`src/rtl/present_key_schedule.sv`:
```
// Iterative PRESENT-80 key schedule: byte-wise master key load, then one key-update round per acknowledge.
// Optional build macro PRESENT_KEY_RESTORE_EN adds a master-key shadow restored after K32 is acknowledged.
module present_key_schedule (
  input  logic        Clk_ik,
  input  logic        Reset_iran,
  input  logic [7:0]  KeyByte_ib,
  input  logic        KeyByteValid_i,
  input  logic        Start_i,
  input  logic        Next_i,
  output logic [63:0] RoundKey_ob,
  output logic [4:0]  RoundCount_ob,
  output logic        RoundKeyValid_o,
  output logic        Busy_o,
  output logic        Done_o
);

  typedef enum logic {IDLE, RUN} state_t;

  state_t      state;
  logic [79:0] key;
  logic [5:0]  round;
  logic        done;
`ifdef PRESENT_KEY_RESTORE_EN
  logic [79:0] shadow;
`endif

  function automatic logic [3:0] sbox(input logic [3:0] x);
    logic [3:0] y;
    case (x)
      4'h0: y = 4'hC;
      4'h1: y = 4'h5;
      4'h2: y = 4'h6;
      4'h3: y = 4'hB;
      4'h4: y = 4'h9;
      4'h5: y = 4'h0;
      4'h6: y = 4'hA;
      4'h7: y = 4'hD;
      4'h8: y = 4'h3;
      4'h9: y = 4'hE;
      4'hA: y = 4'hF;
      4'hB: y = 4'h8;
      4'hC: y = 4'h4;
      4'hD: y = 4'h7;
      4'hE: y = 4'h1;
      default: y = 4'h2;
    endcase
    return y;
  endfunction

  // Rotate left by 61 is the same as rotate right by 19.
  function automatic logic [79:0] key_update(input logic [79:0] k, input logic [4:0] c);
    logic [79:0] r;
    r = {k[18:0], k[79:19]};
    r[79:76] = sbox(r[79:76]);
    r[19:15] = r[19:15] ^ c;
    return r;
  endfunction

  always_ff @(posedge Clk_ik or negedge Reset_iran) begin
    if (!Reset_iran) begin
      state <= IDLE;
      key   <= '0;
      round <= '0;
      done  <= 1'b0;
`ifdef PRESENT_KEY_RESTORE_EN
      shadow <= '0;
`endif
    end else begin
      done <= 1'b0;
      if (state == IDLE) begin
        // A byte shift takes priority over Start in the same cycle.
        if (KeyByteValid_i) begin
          key <= {key[71:0], KeyByte_ib};
`ifdef PRESENT_KEY_RESTORE_EN
          shadow <= {shadow[71:0], KeyByte_ib};
`endif
        end else if (Start_i) begin
          round <= 6'd1;
          state <= RUN;
        end
      end else if (Next_i) begin
        if (round == 6'd32) begin
          state <= IDLE;
          done  <= 1'b1;
          round <= '0;
`ifdef PRESENT_KEY_RESTORE_EN
          key   <= shadow;
`endif
        end else begin
          key   <= key_update(key, round[4:0]);
          round <= round + 6'd1;
        end
      end
    end
  end

  assign RoundKey_ob     = key[79:16];
  assign RoundCount_ob   = round[4:0];
  assign RoundKeyValid_o = (state == RUN);
  assign Busy_o          = (state == RUN);
  assign Done_o          = done;

endmodule

```
`config.mk`:
```
export PLATFORM = sky130hd
export DESIGN_NAME = present_key_schedule
export DESIGN_NICKNAME = d
export VERILOG_FILES = /design/src/rtl/present_key_schedule.sv
export SDC_FILE = /design/constraint.sdc
export NUM_CORES = 1
export LEC_CHECK = 0
export CAP_MARGIN = 20
export CORE_ASPECT_RATIO = 0.5
export CORE_UTILIZATION = 35
export CTS_CLUSTER_DIAMETER = 50
export DETAILED_ROUTE_END_ITERATION = 10
export HOLD_SLACK_MARGIN = 0.02
export PLACE_DENSITY = 0.64
export SLEW_MARGIN = 20
export SYNTH_ARGS = -nofsm -noshare
export SYNTH_HDL_FRONTEND = slang
export SYNTH_SLANG_ARGS = --single-unit
```
`constraint.sdc`:
```
create_clock -name Clk_ik -period 2.22 [get_ports Clk_ik]
set_clock_uncertainty 0.1 [all_clocks]
set_input_delay 0.444 -clock Clk_ik [delete_from_list [all_inputs] [get_ports Clk_ik]]
set_output_delay 0.444 -clock Clk_ik [all_outputs]
set_load 0.05 [all_outputs]
```
# Word level (Yosys, flattened, before mapping)
# Memory sizes are Yosys's and may differ from the RTL's.
# Cells that the tools add are included.
[totals]
register_bits = 88
n_memories = 1
mem_bits_ro = 64
in_bits = 13
output_inout_bits = 72
[op_classes]
n_bitwise = 1
n_reduce_logical = 4
eq_ne = 4
n_addsub = 1
mux = 17
[mem_list]
columns = ["memory", "words", "width", "rd", "rd_ports_with_merged_regs", "wr", "line", "text"]
rows = [
  ["(no name shown)", 16, 4, 1, 0, 0, "29", "case (x)"],
]
[ops]
columns = ["operator", "n"]
rows = [
  ["$mux 80", 4],
  ["$mux 6", 5],
  ["$mux 1", 8],
  ["$add 6x1->6 const B", 1],
  ["$eq 6x6->1 const B", 1],
  ["$reduce_and 3->1", 2],
  ["$xor 5x5->5", 1],
  ["$ne 2x2->1 const B", 2],
  ["$reduce_bool 2->1", 2],
  ["$ne 2x1->1 const B", 1],
]

# Longest topological paths before layout
[logic_depth]
depth_word = 4
mapped_depth = 8

# Worst setup path before layout
# No wires, ideal clock.
[synth_timing]
kind = "reg-to-reg"
start = "reg round[3]"
end = "reg key[78]"
path_slack_ps = 429
path_stages_with_launch = 7
n_path_buf = 3
arrival_time_ps = 1571
setup_ps = 120
cell_sequence = "dfrtp_1 -> buf_2 -> or3_4 -> o21a_1 -> buf_2 -> buf_4 -> a31o_2"
[synth_via]
elab_chain_len = 3
[synth_rtl]
columns = ["element", "line", "text"]
rows = [
  ["from (decl)", "21", "logic [5:0] round;"],
  ["from (signal assigned)", "91", "round <= round + 6'd1;"],
  ["$eq 6x6->1", "82", "if (round == 6'd32) begin"],
  ["$ne 2x2->1 (no line)", "--", ""],
  ["$reduce_and 3->1 (no line)", "--", ""],
  ["to (signal assigned)", "73", "key <= {key[71:0], KeyByte_ib};"],
  ["to (signal assigned)", "90", "key <= key_update(key, round[4:0]);"],
  ["to (decl)", "20", "logic [79:0] key;"],
]
# No other way between the ends.
# A chain may end at the register's enable or synchronous reset.

# Worst setup path in the final report
[layout_timing]
start = "reg key[72]"
end = "out RoundKey_ob[56]"
[layout_lines]
columns = ["element", "line", "text"]
rows = [
  ["to (decl)", "10", "output logic [63:0] RoundKey_ob,"],
]
# No word-level cell between the ends.

==> results.ini <==
[cells_and_area]
n_fill_cell = 1547
drive_above_1_share_pct = 12.95
syn_to_final_growth_pct = 14.74
fin_cells = 868
num_antenna_cells = 0
utilization_pct = 41.50
nNetsFinal = 680

[yosys]
synth_largest_area_cell = dfrtp_1
synth_top_family_by_area = compound AO/OA/AOI/OAI gates
ys_ff_latch = 88
ys_types = 38
ys_async_sr_fraction_pct = 100.0
synth_fa_ha_area_share_pct = 1.559
yosysSeqAreaShare_pct = 39.19
synth_common_cells = nand2_1 (147), dfrtp_1 (88), buf_4 (71)
synth_edf_count = 0
synth_area_leaders = dfrtp_1 (39%), nand2_1 (9.8%), buf_4 (9.5%), a211oi_1 (9.2%), nor2b_1 (7.8%)
synth_top_area_share_pct = 39.19
synth-main-ff-cell = dfrtp_1
yosysMostFrequentCell = nand2_1
synth.avg_cell_area_um2 = 8.475
syn_area_um2 = 5619
syn_nets = 683
yosys_warnings = 0
synth_cells = 663
yosys.area_share.simple_pct = 20.98
synthMuxAreaShare_pct = 1.893
synthXorXnorAreaFrac_pct = 0.7793
synth_compound_area_share_pct = 21.20

[routing]
vias = 4863
wl_um = 16290
routed_via_density = 5.603
drt_pass1_iterations = 7
wire_per_inst_um = 18.77
route.detailed.drc = 0
antenna_left = 0
initialDrtViolationCount = 559

[setup_path]
reg2regPathDepth = 7
r2r-end = key[50]$_DFFE_PN0P_
path_cells = clkdlybuf4s50_1
cp-end-kind = primary output
start_kind = register
path_class = reg -> out
critPathTopFamily = buffers and inverters
worstPathArrival_ps = 1630
cp_slowest_cell = clkdlybuf4s50_1
cpPeakStageDelay_ps = 850
crit_required_ps = 1680
critPathMaxFanout = 4
reg2reg_slack_ps = 250
r2r-start = round[0]$_DFFE_PN0P_
crit_buf_inv = 1

[timing]
rsz0062_at_grt = no
finalCritPeriodShare_pct = 98.01
max_freq_mhz = 459.6
setup_viol_count_final = 0
whs_ps = 441.2
fin_crit_ps = 2176
tightest_slew_ps = 676.9
hold_viol = 0
relSlewSlack_pct = 54.88
maxSlewViolCount = 0
fin_setup_tns_ps = 0

[global_routing]
overflow = 0
grt_start_max_net_pins = 155
grt_first_pass_wirelength_um = 25960
track_usage_pct = 20.29
grt_pass1_vias = 4499
antenna_found_initial = 0

[floorplan]
dieHeight_um = 91.60
pin_count = 85
rows = 32
die-area_um2 = 16600
core-area_um2 = 15530
die_w_um = 181.2
start_util_pct = 36.17

[clocking]
cts-buffers-inserted = 9
clock_path_buffers = 2
h-tree-depth = 3
clkLatencyLatePin_ps = 350
cts.sinks = 88
tritoncts = done
cts_root_buf = clkbuf_16
clk_pin_slew_ps = 70

[flow_run]
maxCapViolations = 0

[placed_design]
port_buffers = 84
post-place-cells = 852
hpwl_um = 11320
place.gp.congestion = 0.8006

[min_path]
hold_class = in -> reg
hold_depth = 3
hold_start = KeyByteValid_i
holdPathEnd = key[68]$_DFFE_PN0P_

[pwr]
max-vdd-ir-drop_mv = 0.4862
power.density_nw_per_um2 = 1787
leakage_nw = 2.759

[run_status]
status = finished clean

-- layout by cell type (no fill, tap or decap), drive strengths merged, types with 6 or more instances in the layout --
master,n
nor2b,70
o21ai,10
dlymetal6s2s,7
nand3,10
inv,6
a211oi,69
nand2,147
a31oi,69
nor2,9
ha,7
buf,63
clkdlybuf4s50,36
clkbuf,10
dfrtp,88
o22ai,6
-- worst max-delay path by stage --
stage / cells after the start / startpoint / endpoint / slack, ps
floorplan: 6 / round[3]$_DFFE_PN0P_ / key[78]$_DFFE_PN0P_ / 430
global placement: 5 / Next_i / key[25]$_DFFE_PN0P_ / 240
detailed placement: 6 / Next_i / key[19]$_DFFE_PN0P_ / 210
CTS: 1 / key[52]$_DFFE_PN0P_ / RoundKey_ob[36] / 3
global route: 1 / key[34]$_DFFE_PN0P_ / RoundKey_ob[18] / 3
finish: 1 / key[72]$_DFFE_PN0P_ / RoundKey_ob[56] / 40
-- flip-flops by register name, summed over array words and instances, names as in the netlist --
name / count
key: 80
round: 6
Busy_o: 1
Done_o: 1
-- metal layers --
| metal | part of all wire, % | vias up | track usage (%) |
|---|---|---|---|
| li1 | - | 2256 | - |
| met1 | 49 | 2442 | 29.84 |
| met2 | 44 | 145 | 30.35 |
| met3 | 5.4 | 20 | 3.650 |
| met4 | 1.4 | 0 | 5.297 |
| met5 | 0 | - | 0 |
-- power breakdown --
| part | leakage [nW] | total [W] | switching, W | internal (W) |
|---|---|---|---|---|
| logic | 1.59 | 0.00620 | 0.00396 | 0.00224 |
| registers | 1.03 | 0.00380 | 0.00139 | 0.00241 |
| clock network | 0.139 | 0.00152 | 0.000653 | 0.000867 |
-- layout make-up --
| cell class | count | area [um2] | area share [%] |
|---|---|---|---|
| multi-input cells | 445 | 2616 | 40.58 |
| flip-flops and latches | 88 | 2206 | 34.21 |
| repair buffers | 111 | 1066 | 16.53 |
| well taps | 204 | 255.2 | 3.959 |
| clock buffers | 10 | 229.0 | 3.551 |
| clock inverters | 5 | 56.30 | 0.8733 |
| inverters | 5 | 18.77 | 0.2911 |
-- cell families (layout without fill, tap and decap cells) --
group                      Yosys count  after routing
xor gates and xnor gates             5              5
muxes                                8              8
DFF                                 88             88
AOI/OAI and AO/OA                  174            174
and+or+nand+nor                    251            251
buffers and inverters              130            131
adders and majority gates            7              7
-- through the flow --
stage               power, W  area, um2  setup slack [ps]
floorplan           0.008512       5619             429.3
global placement    0.009952       6140             242.1
detailed placement   0.01005       6140             206.0
CTS                  0.01156       6430             3.148
global route         0.01213       6447             3.081
finish               0.01152       6447             44.14
-- what timing repair did --
| action | CTS | global route |
|---|---|---|
| setup buffers | 0 | 0 |
| gates resized for setup | 4 | 7 |
| hold buffers | 1 | 0 |
| setup endpoints to repair | 4 | 7 |
| hold endpoints to repair | 23 | 0 |
Power figures use the tool's default switching activity.
